**src/rtl/memory_sequencer.sv**
```systemverilog
// memory_sequencer: shares the single memory port between instruction fetch
// and data load/store. It fetches an instruction, holds it while the core
// decodes it, performs the requested data access and then issues a one-cycle
// commit strobe. All bus outputs are decoded from the registered state only.
//
//   state  | meaning
//   IDLE   | just out of reset, fetch starts next cycle
//   FETCH  | instruction read on the bus, waiting for mem_ack
//   EXEC   | one idle-bus cycle while the held instruction is decoded
//   DATA   | load/store on the bus, waiting for mem_ack
//   COMMIT | cpu_en high for one cycle, then the next fetch
//   ERROR  | misaligned access or ack timeout; left only through reset
module memory_sequencer #(
  parameter int unsigned TIMEOUT = 255
) (
  input  logic        clk,
  input  logic        nrst,
  input  logic [31:0] pc,
  input  logic        read_mem,
  input  logic        write_mem,
  input  logic        load_byte,
  input  logic        store_byte,
  input  logic [31:0] data_addr,
  input  logic [31:0] store_data,
  output logic [31:0] instruction,
  output logic [31:0] load_data,
  output logic        cpu_en,
  output logic        bus_error,
  output logic        mem_req,
  output logic        mem_we,
  output logic [31:0] mem_addr,
  output logic [31:0] mem_wdata,
  output logic [3:0]  mem_sel,
  input  logic [31:0] mem_rdata,
  input  logic        mem_ack
);

  typedef enum logic [2:0] {
    S_IDLE,
    S_FETCH,
    S_EXEC,
    S_DATA,
    S_COMMIT,
    S_ERROR
  } state_t;

  // Counter value seen on the TIMEOUT-th unacknowledged edge.
  localparam logic [15:0] LP_WAIT_TC = 16'(TIMEOUT - 1);

  state_t      r_state;
  state_t      w_next;
  logic [15:0] r_wait;
  logic        r_is_write;
  logic        r_is_byte;
  logic [31:0] r_instruction;
  logic [31:0] r_load_data;
  logic        w_timeout;
  logic        w_misaligned;
  logic [7:0]  w_rd_byte;

  assign w_timeout    = (r_wait == LP_WAIT_TC);
  assign w_misaligned = (data_addr[1:0] != 2'b00);
  assign instruction  = r_instruction;
  assign load_data    = r_load_data;

  // Byte lane picked by the low address bits for lb.
  always_comb begin
    w_rd_byte = mem_rdata[7:0];
    case (data_addr[1:0])
      2'd0:    w_rd_byte = mem_rdata[7:0];
      2'd1:    w_rd_byte = mem_rdata[15:8];
      2'd2:    w_rd_byte = mem_rdata[23:16];
      default: w_rd_byte = mem_rdata[31:24];
    endcase
  end

  // State register.
  always_ff @(posedge clk) begin
    if (!nrst) begin
      r_state <= S_IDLE;
    end else begin
      r_state <= w_next;
    end
  end

  // Next-state decode and state-decoded bus/commit outputs.
  always_comb begin
    w_next    = r_state;
    mem_req   = 1'b0;
    mem_we    = 1'b0;
    mem_addr  = 32'h0;
    mem_wdata = 32'h0;
    mem_sel   = 4'b0000;
    cpu_en    = 1'b0;
    bus_error = 1'b0;
    case (r_state)
      S_IDLE: begin
        w_next = S_FETCH;
      end
      S_FETCH: begin
        mem_req  = 1'b1;
        mem_sel  = 4'b1111;
        mem_addr = {pc[31:2], 2'b00};
        if (mem_ack) begin
          w_next = S_EXEC;
        end else if (w_timeout) begin
          w_next = S_ERROR;
        end
      end
      S_EXEC: begin
        // A store takes precedence when both read and write are decoded.
        if (write_mem) begin
          w_next = (!store_byte && w_misaligned) ? S_ERROR : S_DATA;
        end else if (read_mem) begin
          w_next = (!load_byte && w_misaligned) ? S_ERROR : S_DATA;
        end else begin
          w_next = S_COMMIT;
        end
      end
      S_DATA: begin
        mem_req  = 1'b1;
        mem_we   = r_is_write;
        mem_addr = {data_addr[31:2], 2'b00};
        if (r_is_byte) begin
          mem_sel   = 4'b0001 << data_addr[1:0];
          mem_wdata = {4{store_data[7:0]}};
        end else begin
          mem_sel   = 4'b1111;
          mem_wdata = store_data;
        end
        if (mem_ack) begin
          w_next = S_COMMIT;
        end else if (w_timeout) begin
          w_next = S_ERROR;
        end
      end
      S_COMMIT: begin
        cpu_en = 1'b1;
        w_next = S_FETCH;
      end
      S_ERROR: begin
        bus_error = 1'b1;
      end
      default: begin
        w_next = S_IDLE;
      end
    endcase
  end

  // Instruction/load capture, access attributes and ack wait counter.
  always_ff @(posedge clk) begin
    if (!nrst) begin
      r_wait        <= 16'h0;
      r_is_write    <= 1'b0;
      r_is_byte     <= 1'b0;
      r_instruction <= 32'h0000_0013;
      r_load_data   <= 32'h0;
    end else begin
      case (r_state)
        S_FETCH: begin
          if (mem_ack) begin
            r_instruction <= mem_rdata;
            r_wait        <= 16'h0;
          end else begin
            r_wait <= r_wait + 16'd1;
          end
        end
        S_EXEC: begin
          // Decode flags are only valid now, so keep them for the DATA phase.
          r_is_write <= write_mem;
          r_is_byte  <= write_mem ? store_byte : load_byte;
          r_wait     <= 16'h0;
        end
        S_DATA: begin
          if (mem_ack) begin
            r_wait <= 16'h0;
            if (!r_is_write) begin
              r_load_data <= r_is_byte ? {{24{w_rd_byte[7]}}, w_rd_byte} : mem_rdata;
            end
          end else begin
            r_wait <= r_wait + 16'd1;
          end
        end
        default: begin
          r_wait <= 16'h0;
        end
      endcase
    end
  end

endmodule
```
**config.mk**
```make
export PLATFORM = sky130hd
export DESIGN_NAME = memory_sequencer
export DESIGN_NICKNAME = d
export VERILOG_FILES = /design/src/rtl/memory_sequencer.sv
export SDC_FILE = /design/constraint.sdc
export NUM_CORES = 1
export LEC_CHECK = 0
export CORE_MARGIN = 2
export CORE_UTILIZATION = 35
export DETAILED_ROUTE_END_ITERATION = 10
export GPL_ROUTABILITY_DRIVEN = 0
export PLACE_DENSITY = 0.82
export SYNTH_ARGS = -nofsm -noshare
export SYNTH_HDL_FRONTEND = slang
export SYNTH_SLANG_ARGS = --single-unit
```
**constraint.sdc**
```tcl
create_clock -name clk -period 3.7 [get_ports clk]
set_clock_uncertainty 0.15 [all_clocks]
set_input_delay 0.74 -clock clk [delete_from_list [all_inputs] [get_ports clk]]
set_output_delay 0.74 -clock clk [all_outputs]
set_load 0.05 [all_outputs]
```
### Word-level counts from Yosys, hierarchy flattened

Index checks and enable logic that the tools add are counted.

* register bits after elaboration: 85
* input bits: 135
* output and inout bits: 136
* logic and storage cells: 51

* add/subtract/negate cells: 1
* equality and inequality tests: 8
* shift-type cells: 1
* muxes and demuxes: 20
* bitwise gates (word level): 3
* reduce and logical (&&, ||, !) cells: 12

Operators with widths (count)
* $mux 32: 3
* $pmux 32 s2: 1
* $pmux 8 s3: 1
* $mux 3: 7
* $add 16x1->16 const B: 1
* $eq 16x8->1 const B: 1
* $pmux 3 s5: 1
* $pmux 4 s2: 1
* $eq 3x2->1 const B: 2
* $eq 3x3->1 const B: 2
* $mux 1: 5
* $mux 4: 1
* $reduce_or 2->1: 2
* $shl 1x2->4 const A: 1
* $eq 3x1->1 const B: 1
* $logic_not 3->1: 1
* $not 1->1: 3
* $reduce_and 3->1: 1
* $reduce_or 3->1: 1
* $eq 2x1->1 const B: 1
* $eq 2x2->1 const B: 1
* $logic_and 1x1->1: 2
* $logic_not 1->1: 2
* $logic_not 2->1: 1
* 2 further kinds: 2

### Longest topological paths before layout

Gate-level depths: netlist of run 1.

* depth after elaboration: 6
* mapped depth: 8
* gate-level depth less buffers: 6

### Worst setup path before layout of run 1

Ideal clock, no wire load.

* path type: input-to-output
* start point: in data_addr[0]
* end point: out mem_sel[0]
* arrival: 1942 ps
* data required time: 2810 ps
* slack: 868 ps
* cell stages on the path: 4
* buffers on the path: 1
* path through: buf_2 -> o21ai_1 -> nor2_1 -> nor2_1

* cells in the longest elaborated chain, start to end: 3

Ends and longest elaborated chain
* start, declared: line 23 `input logic [31:0] data_addr,`
* $shl 1x2->4: line 125 `mem_sel = 4'b0001 << data_addr[1:0];`
* $mux 4: line 124 `if (r_is_byte) begin`
* $pmux 4 s2: line 96 `case (r_state)`
* end, declared: line 33 `output logic [3:0] mem_sel,`

No other way between the ends.

### Worst setup path in the final report of run 1

* start point: reg r_state[0]
* end point: out mem_wdata[29]

* cells in the longest elaborated chain, start to end: 2

Ends and longest elaborated chain
* start, declared: line 50 `state_t r_state;`
* start signal, assigned: line 82 `r_state <= w_next;`
* $eq 3x2->1: line 96
* $mux 32: line 96
* end, declared: line 32 `output logic [31:0] mem_wdata,`

No other way between the ends.

==> flow_summary.yaml, run 1 <==
timing:
  tightest_slew_ns: 0.7491
  tns_ns: 0
  relSlewSlack: 0.4994
  rsz0062_at_grt: "no"
  period_share: 0.9193
  max_freq_ghz: 0.2940
  finalMaxSlewViolations: 0
  setup_viol: 0
  fin_crit_ns: 3.402
  hold_viol_final: 0
critical_path:
  crit_path_end: "mem_wdata[29]"
  rr_endpoint: "instruction[3]"
  cp-startpoint: "r_state[0]"
  crit_required_ns: 2.81
  reg2reg_from: "r_state[0]"
  startpoint_type: "flop"
  regToRegSetupSlack_ns: 1.23
  ff2ff_path_depth: 6
  critical_path_class: "flop to output pin"
  crit_fanout: 24
  end_kind: "output pin"
  arrival_ns: 2.51
layout:
  area_growth_pct: 72.02
  final_common_cell: "clkdlybuf4s50_1"
  fin_util: 0.6147
  layout-drive-gt1-share: 0.1234
  num-nets-final: 976
  fill_cells: 1091
  multi_input_area_sq_um: 2768
  seq_area_sq_um: 1704
  final_cell_mix: "clkdlybuf4s50_1, dfxtp_1, nand2_1"
synth:
  synth-compound-area-share: 0.1595
  synth-main-ff-cell: "dfxtp_1"
  async_reset_ff_frac: 0
  syn_area_sq_um: 4713
  avgSynthCellArea_sq_um: 7.908
  synth_top_family_by_area: "simple AND/OR/NAND/NOR gates"
  synthXorXnorAreaFrac: 0.01858
  synth_edf_count: 0
  yosys.area_share.adder: 0.005309
  yosysTopAreaCell: "dfxtp_1"
  ys_top_cells_by_area: "dfxtp_1, mux2i_1, nand2_1"
  synthCells: 596
  ys_seq_area_frac: 0.3610
  synthMuxAreaShare: 0.09397
  synth.distinct_cells: 47
  synth-simple-area-share: 0.3066
  ys_ff_latch: 85
  synth_top_area_frac: 0.3610
  yosysWarnings: 0
placed_design:
  hpwl_microns: 13270
  port_buffers: 266
drt:
  vias_per_cell: 5.077
  drcViolationCount: 0
  ant_nets: 0
  vias: 5189
  routed_wl_microns: 17590
  dr.pass1.iters: 5
  wire_per_inst_microns: 17.22
  first_iter_violations: 345
clocking:
  ctsLongestPathBuffers: 2
  cts_tree: "yes"
  holdBufCountCts: 0
  clk_latency_ns: 0.33
  clock_sinks: 85
  root_buffer: "clkbuf_16"
  cts.htree.levels: 3
  numCtsBuffers: 9
  path_clk_slew_ns: 0.06
  post_cts.repair.setup_buffers: 0
  cts_resized: 0
job:
  cap_viol_max_count: 0
die:
  coreArea_sq_um: 13190
  die_y_microns: 120.0
  ioPinCount: 271
  start_util: 0.3573
  die_w_microns: 120.0
  die_area_sq_um: 14410
  rows: 42
pwr:
  powerDensity_nw_per_um2: 357.5
  power_uw: 2899
  peakVddDrop_mv: 0.2834
  p_leak_uw: 0.003062
grt:
  overflow: 0
  grt_pass1_vias: 4943
  antenna_found_initial: 3
  grt_usage: 0.2363
  grt_pass1_wl_microns: 26940
  grt_max_degree: 71
status:
  outcome: "complete, no violations"
worst_hold_path:
  hp-class: "flop to flop"
## power by group
group	switching, uW	internal, uW	leakage, uW
clock	352	692	0.000172
combinational	505	372	0.00220
sequential	28.9	949	0.000690
total	886	2010	0.00306
## final cells by class
| cell class | instances | area share |
|---|---|---|
| Timing Repair Buffer | 282 | 0.3756 |
| Multi-Input combinational cell | 457 | 0.3414 |
| Clock inverter | 4 | 0.01173 |
| Sequential cell | 85 | 0.2102 |
| Antenna cell | 3 | 0.0009259 |
| Clock buffer | 11 | 0.03117 |
| Inverter | 4 | 0.001852 |
| Tap cell | 176 | 0.02716 |
## sequential cells by signal (all words and copies together), names as in the netlist
register,count
r_state,3
r_wait,16
r_is_write,1
load_data,32
r_is_byte,1
instruction,32
## synthesized netlist by cell type, types with 3 or more instances
cell type,n
a31oi_1,3
a221oi_1,6
a21boi_0,30
nor2_1,76
buf_6,3
a22o_1,6
nand4_1,3
nand2b_1,26
mux2i_1,33
inv_1,4
clkbuf_1,29
dfxtp_1,85
a21oi_1,30
nand3_1,10
buf_1,4
or3_1,3
o21ai_0,35
nand2_1,82
and3_1,12
xor2_1,8
nor3_1,9
buf_2,12
buf_4,3
nor3_2,20
and4_1,3
nor2b_1,28
mux2_2,6
## cells by family after synthesis
family | after synthesis
flip-flops | 85
XOR/XNOR | 10
other | 1
AND/OR/NAND/NOR | 282
AO/OA/AOI/OAI | 120
multiplexers | 41
buffers and inverters | 55
adder cells (fa/ha/maj) | 2
## critical path, cell delays in order (launching register included)
cell      delay, ns
dfxtp_1        0.48
nand2b_1       0.13
inv_1          0.34
nand2_1        0.54
a21oi_1        0.49
buf_12         0.19
## metrics by stage
stage	hold WS (ns)	setup WS (ns)	instance area [sq um]	cells
final	0.3112	0.2984	8108	1022
after global routing	0.3412	0.06332	8108	1022
after CTS	0.3150	0.2883	8100	1019
after detailed placement	0.3067	0.3954	7752	1004
after global placement	0.3013	0.3968	7752	1004
after floorplan	0.2873	0.8684	4717	597
## per-layer routing
| layer | routed length [microns] | global-route usage |
|---|---|---|
| met5 | 0 | 0 |
| met1 | 6766 | 0.2705 |
| met2 | 9026 | 0.4251 |
| met4 | 350 | 0.07574 |
| met3 | 1451 | 0.06274 |
## worst min-delay path by stage
stage / depth (start not counted) / end / slack (ns) / start
3_5_place_dp: 2 / instruction[9] / 0.31 / instruction[9]
6_report: 2 / instruction[9] / 0.31 / instruction[9]
4_1_cts: 2 / instruction[9] / 0.31 / instruction[9]
5_1_grt: 2 / instruction[4] / 0.34 / instruction[4]
3_3_place_gp: 2 / instruction[16] / 0.30 / instruction[16]
2_1_floorplan: 1 / r_wait[0] / 0.29 / r_wait[0]
No activity file was read; power rests on OpenSTA's default activity.
==> run 2: changes to the inputs <==
--- a/config.mk
+++ b/config.mk
@@ -7,6 +7,7 @@
 export LEC_CHECK = 0
 export CORE_MARGIN = 2
 export CORE_UTILIZATION = 35
+export CTS_BUF_LIST = sky130_fd_sc_hd__clkbuf_4 sky130_fd_sc_hd__clkbuf_8 sky130_fd_sc_hd__clkbuf_16
 export DETAILED_ROUTE_END_ITERATION = 10
 export GPL_ROUTABILITY_DRIVEN = 0
 export PLACE_DENSITY = 0.82
==> results of run 2 <==
Final layout, timing and power as in run 1 (identical DEF).
